$ cat src/rtl/led7_scan_decoder.sv
// Monitors a multiplexed active-low 7-segment/anode bus, waits for a stable
// run of STABLE_CYCLES samples, and decodes the pattern into per-digit nibbles.
module led7_scan_decoder #(
  parameter int unsigned STABLE_CYCLES = 4
) (
  input  logic        i_w_clk,
  input  logic        i_w_reset,
  input  logic [6:0]  i_w_7seg,
  input  logic [7:0]  i_w_an,
  output logic [31:0] o_w_digits,
  output logic [7:0]  o_w_valid,
  output logic [7:0]  o_w_err,
  output logic        o_w_an_err,
  output logic        o_w_update,
  output logic [2:0]  o_w_upd_idx
);

  localparam logic [3:0]  STABLE = 4'(STABLE_CYCLES);
  localparam logic [14:0] BLANK  = {8'hFF, 7'h7F};

  logic [14:0] samp_q;
  logic [14:0] cur;
  logic [3:0]  cnt_q, cnt_d;
  logic        capture;

  logic [31:0] digits_q, digits_d;
  logic [7:0]  valid_q, valid_d;
  logic [7:0]  err_q, err_d;
  logic        an_err_q, an_err_d;
  logic        upd_q, upd_d;
  logic [2:0]  idx_q, idx_d;

  logic [3:0]  low_cnt;
  logic [2:0]  low_idx;
  logic        seg_legal;
  logic [3:0]  seg_val;

  assign cur = {i_w_an, i_w_7seg};

  // Capture fires only on the transition into saturation, so a held input
  // yields exactly one capture per run.
  always_comb begin
    cnt_d = cnt_q;
    if (cur != samp_q) begin
      cnt_d = 4'd1;
    end else if (cnt_q != STABLE) begin
      cnt_d = cnt_q + 4'd1;
    end
    capture = (cnt_d == STABLE) && (cnt_q != STABLE);
  end

  always_comb begin
    low_cnt = '0;
    low_idx = '0;
    for (int unsigned k = 0; k < 8; k++) begin
      if (!i_w_an[k]) begin
        low_cnt = low_cnt + 4'd1;
        low_idx = 3'(k);
      end
    end
  end

  always_comb begin
    seg_legal = 1'b1;
    seg_val   = '0;
    unique case (i_w_7seg)
      7'h40:   seg_val = 4'h0;
      7'h79:   seg_val = 4'h1;
      7'h24:   seg_val = 4'h2;
      7'h30:   seg_val = 4'h3;
      7'h19:   seg_val = 4'h4;
      7'h12:   seg_val = 4'h5;
      7'h02:   seg_val = 4'h6;
      7'h78:   seg_val = 4'h7;
      7'h00:   seg_val = 4'h8;
      7'h10:   seg_val = 4'h9;
      7'h08:   seg_val = 4'hA;
      7'h03:   seg_val = 4'hB;
      7'h46:   seg_val = 4'hC;
      7'h21:   seg_val = 4'hD;
      7'h06:   seg_val = 4'hE;
      7'h0E:   seg_val = 4'hF;
      default: seg_legal = 1'b0;
    endcase
  end

  always_comb begin
    digits_d = digits_q;
    valid_d  = valid_q;
    err_d    = err_q;
    an_err_d = an_err_q;
    upd_d    = 1'b0;
    idx_d    = idx_q;
    if (capture) begin
      if (low_cnt == 4'd1) begin
        upd_d = 1'b1;
        idx_d = low_idx;
        if (seg_legal) begin
          digits_d[{low_idx, 2'b00} +: 4] = seg_val;
          valid_d[low_idx] = 1'b1;
          err_d[low_idx]   = 1'b0;
        end else begin
          err_d[low_idx] = 1'b1;
        end
      end else if (low_cnt > 4'd1) begin
        an_err_d = 1'b1;
      end
    end
  end

  always_ff @(posedge i_w_clk) begin
    if (i_w_reset) begin
      samp_q   <= BLANK;
      cnt_q    <= '0;
      digits_q <= '0;
      valid_q  <= '0;
      err_q    <= '0;
      an_err_q <= 1'b0;
      upd_q    <= 1'b0;
      idx_q    <= '0;
    end else begin
      samp_q   <= cur;
      cnt_q    <= cnt_d;
      digits_q <= digits_d;
      valid_q  <= valid_d;
      err_q    <= err_d;
      an_err_q <= an_err_d;
      upd_q    <= upd_d;
      idx_q    <= idx_d;
    end
  end

  assign o_w_digits  = digits_q;
  assign o_w_valid   = valid_q;
  assign o_w_err     = err_q;
  assign o_w_an_err  = an_err_q;
  assign o_w_update  = upd_q;
  assign o_w_upd_idx = idx_q;

endmodule

$ cat config.mk
export PLATFORM = sky130hd
export DESIGN_NAME = led7_scan_decoder
export DESIGN_NICKNAME = d
export VERILOG_FILES = /design/src/rtl/led7_scan_decoder.sv
export SDC_FILE = /design/constraint.sdc
export NUM_CORES = 1
export LEC_CHECK = 0
export BUFFER_PORTS_ARGS = -buffer_cell sky130_fd_sc_hd__buf_2
export CORE_MARGIN = 2
export CORE_UTILIZATION = 50
export DETAILED_ROUTE_END_ITERATION = 6
export GPL_ROUTABILITY_DRIVEN = 0
export PLACE_DENSITY = 0.75
export SLEW_MARGIN = 5
export SYNTH_ARGS = -nofsm -noshare
export SYNTH_HDL_FRONTEND = slang
export SYNTH_SLANG_ARGS = --single-unit
export TNS_END_PERCENT = 30
$ cat constraint.sdc
create_clock -name i_w_clk -period 5.2 [get_ports i_w_clk]
set_input_delay 0.26 -clock i_w_clk [delete_from_list [all_inputs] [get_ports i_w_clk]]
set_output_delay 0.26 -clock i_w_clk [all_outputs]
set_load 0.005 [all_outputs]
==> metrics.txt <==
status complete, no violations; top cells by area, synth dfxtp_1, mux2i_1, nand2_1; ys flop type dfxtp_1; total grt overflow 0; Reg-to-Reg End o_w_digits[23]; data arrival time of the worst path 5.21 ns; Clock Tree Root clkbuf_8; postcts setup bufs 0; CTS tree done; measured slew at the worst slew-check pin 0.572 ns; YS warnings 0; R2R depth 8; Met2 Wirelength 5000 microns; Clock H-tree levels 3; via density per instance 5.72; number of cells after detailed placement 658; Initial Util 51.1%; 1st-iter DRT viols 243; mux contribution to synthesized area 8.93%; area of the multi-input gates 2560 sq um; CTS Buf Count 9; initial antenna violation count 0; Die Y 95.2 microns; remaining antenna violation count after routing 0; VDD IR-drop max 0.167 mV; # diodes 0; clock skew 0.0113 ns; worst hold path type input pin to register; Max-slew headroom 61.6%; reg2reg start cnt_q[1]; minimum clock period after layout 4.94 ns; Worst R2R Setup Slack 1.89 ns; crit start category input pin; first-pass GRT wire length 17500 microns; hold-fix buffers at CTS 0; Worst Path Required 5.47 ns; sequential share of the synthesized area 34.6%; M1 WL 4940 microns; synthesized area 4160 sq um; DR WL/cell 16.0 microns; largest net degree at the start of global routing 51; I/O pin count 70; Synth async-reset ratio 0%; hold path start i_w_an[0]; vias 3858; xor-xnor portion of the synthesized cell area 7.67%; hold path depth 3; main combinational cell family by area after synthesis simple AND/OR/NAND/NOR gates; Hold EP samp_q[7]; Adder-Cell Fraction of Synth Area 3.61%; Area Overhead vs Synth 17.2%; P_int 0.906 mW; post-synth top area cell dfxtp_1; synth unique cells 72; Post-synth EDFFs 0; Rows 33; post-synth top area share 34.6%; max_cap viols 0; flops & latches, synth 72; buffers added on ports 69; final non-filler cell total 674; Residual DRC 0; Crit Path Category input pin to register; Flop pwr share 42.7%; vias in the first global route 3579; Simple-Gate Fraction of Synth Area 27.2%; Final Core Density 60.0%; post-CTS sizing 0; Gate Count Post-Synth 493; top sig layer met4; Pwr per Cell Area 269 nW/um^2; fmax 202 MHz; CTS Buffer Depth 2; Setup TNS 0 ns; post-synthesis compound-gate area fraction 13.6%; Die Area 9070 sq um; Crit. End Element register; Post-Syn Nets 522; max-slew violations 0; clock sink count 72; Final Hold Fails 0; Leakage 2.16 nW; Reg clk slew, reported paths 0.08 ns; Net Sw Frac 31.0%; Filler cells 726; DP HPWL 7830 microns; WL final 10800 microns; Mean Syn Cell Area 8.44 sq um; chip width 95.2 microns; Register Area 1440 sq um; Tcrit/Tclk final 95.0%; # nets final 593; DR pass1 iterations 5; proportion of layout cells with a drive suffix above 1 23.6%; Worst-Skew Late Latency 0.34 ns; Clock Power Share 33.9%; CP max FO 4; combinational power share 23.4%; Hold Slack 0.151 ns; Psw 0.407 mW; final setup fails 0; Placeable Area 8130 sq um; Tot GR Track Use 24.5%; DR WL met3 642 microns
[cells in the final DEF, fill, tap and decap left out, types with 3 or more instances in the layout]
| master | instances |
|---|---|
| nand4b_1 | 3 |
| nand4_1 | 8 |
| nand3_1 | 26 |
| xor2_1 | 6 |
| nor2_1 | 36 |
| nand3b_1 | 4 |
| o21ai_0 | 11 |
| and3_1 | 4 |
| nand2_1 | 76 |
| ha_1 | 12 |
| and2_1 | 3 |
| inv_1 | 14 |
| nor3b_1 | 3 |
| nor4_1 | 6 |
| mux2i_1 | 36 |
| clkbuf_8 | 9 |
| xnor2_1 | 21 |
| buf_2 | 69 |
| a21oi_1 | 22 |
| or4_1 | 3 |
| nor3_1 | 11 |
| a31oi_1 | 6 |
| buf_4 | 18 |
| o31ai_1 | 4 |
| dfxtp_1 | 72 |
| nand2b_1 | 3 |
| or2_2 | 9 |
| nor2b_1 | 9 |
| o31a_1 | 3 |
[synth_stat cells, types with 11 or more instances]
library cell / instances
xnor2_1: 22
mux2i_1: 36
ha_1: 12
a21oi_1: 22
inv_1: 14
dfxtp_1: 72
o21ai_0: 11
nand2_1: 76
nand3_1: 26
clkbuf_1: 19
nor2_1: 36
nor3_1: 11
[logic make-up after synthesis]
kind of cell / Yosys count
XOR/XNOR: 32
AND/OR/NAND/NOR: 218
AO/OA/AOI/OAI: 77
flip-flops: 72
multiplexers: 37
adder cells (fa/ha/maj): 12
buffers and inverters: 45
[metrics by stage]
step	worst slack [ns]	power, mW	cell area [sq um]
2_1_floorplan	0.0575	0.795	4160
3_5_place_dp	-0.143	0.864	4660
6_report	0.258	1.31	4880
3_3_place_gp	0.0118	0.859	4660
5_1_grt	-0.0123	1.37	4880
4_1_cts	0.204	1.31	4850
[critical path, stage by stage]
cell,delay (ns)
buf_2,0.09
inv_1,0.06
ha_1,0.33
xor2_2,0.20
inv_2,0.05
ha_1,0.31
xnor2_1,0.16
mux2_2,0.36
or2_2,0.31
a21oi_1,0.15
ha_1,0.27
xnor2_2,0.15
xnor2_1,0.13
or3_1,0.34
o21ai_2,0.08
nor2_1,0.08
ha_1,0.23
nand2_1,0.14
nor2_1,0.06
a32o_1,0.22
or4_4,0.54
nor4b_4,0.43
mux2i_1,0.23
[metal layers]
metal,global-route usage (%),up-vias
met1,34.4,1806
li1,-,1887
met5,0,-
met2,37.7,138
met3,4.35,27
met4,8.94,0
[power by group through the flow]
stage / logic (mW) / clock network [mW] / registers (mW)
after floorplan: 0.222 / 0 / 0.573
after global placement: 0.285 / 0 / 0.573
after detailed placement: 0.291 / 0 / 0.574
after CTS: 0.293 / 0.452 / 0.561
after global routing: 0.337 / 0.476 / 0.561
final: 0.307 / 0.446 / 0.561
[worst max path at each step]
stage                          from        endpoint  slack, ns  cells after the start
after floorplan           i_w_an[0]  o_w_digits[12]       0.06                     21
after global placement    i_w_an[0]  o_w_digits[12]       0.01                     22
after detailed placement  i_w_an[0]  o_w_digits[12]      -0.14                     22
after CTS                 i_w_an[0]  o_w_digits[14]       0.20                     23
after global routing      i_w_an[1]  o_w_digits[23]      -0.01                     23
final                     i_w_an[1]  o_w_digits[23]       0.26                     23
[layout make-up]
cell class | instances | area share [%]
clock buffers | 10 | 2.62
clock inverters | 6 | 1.39
inverters | 18 | 1.39
multi-input cells | 376 | 52.5
flip-flops and latches | 72 | 29.6
well taps | 105 | 2.69
repair buffers | 87 | 9.85
(Power assumes the default switching activity.)
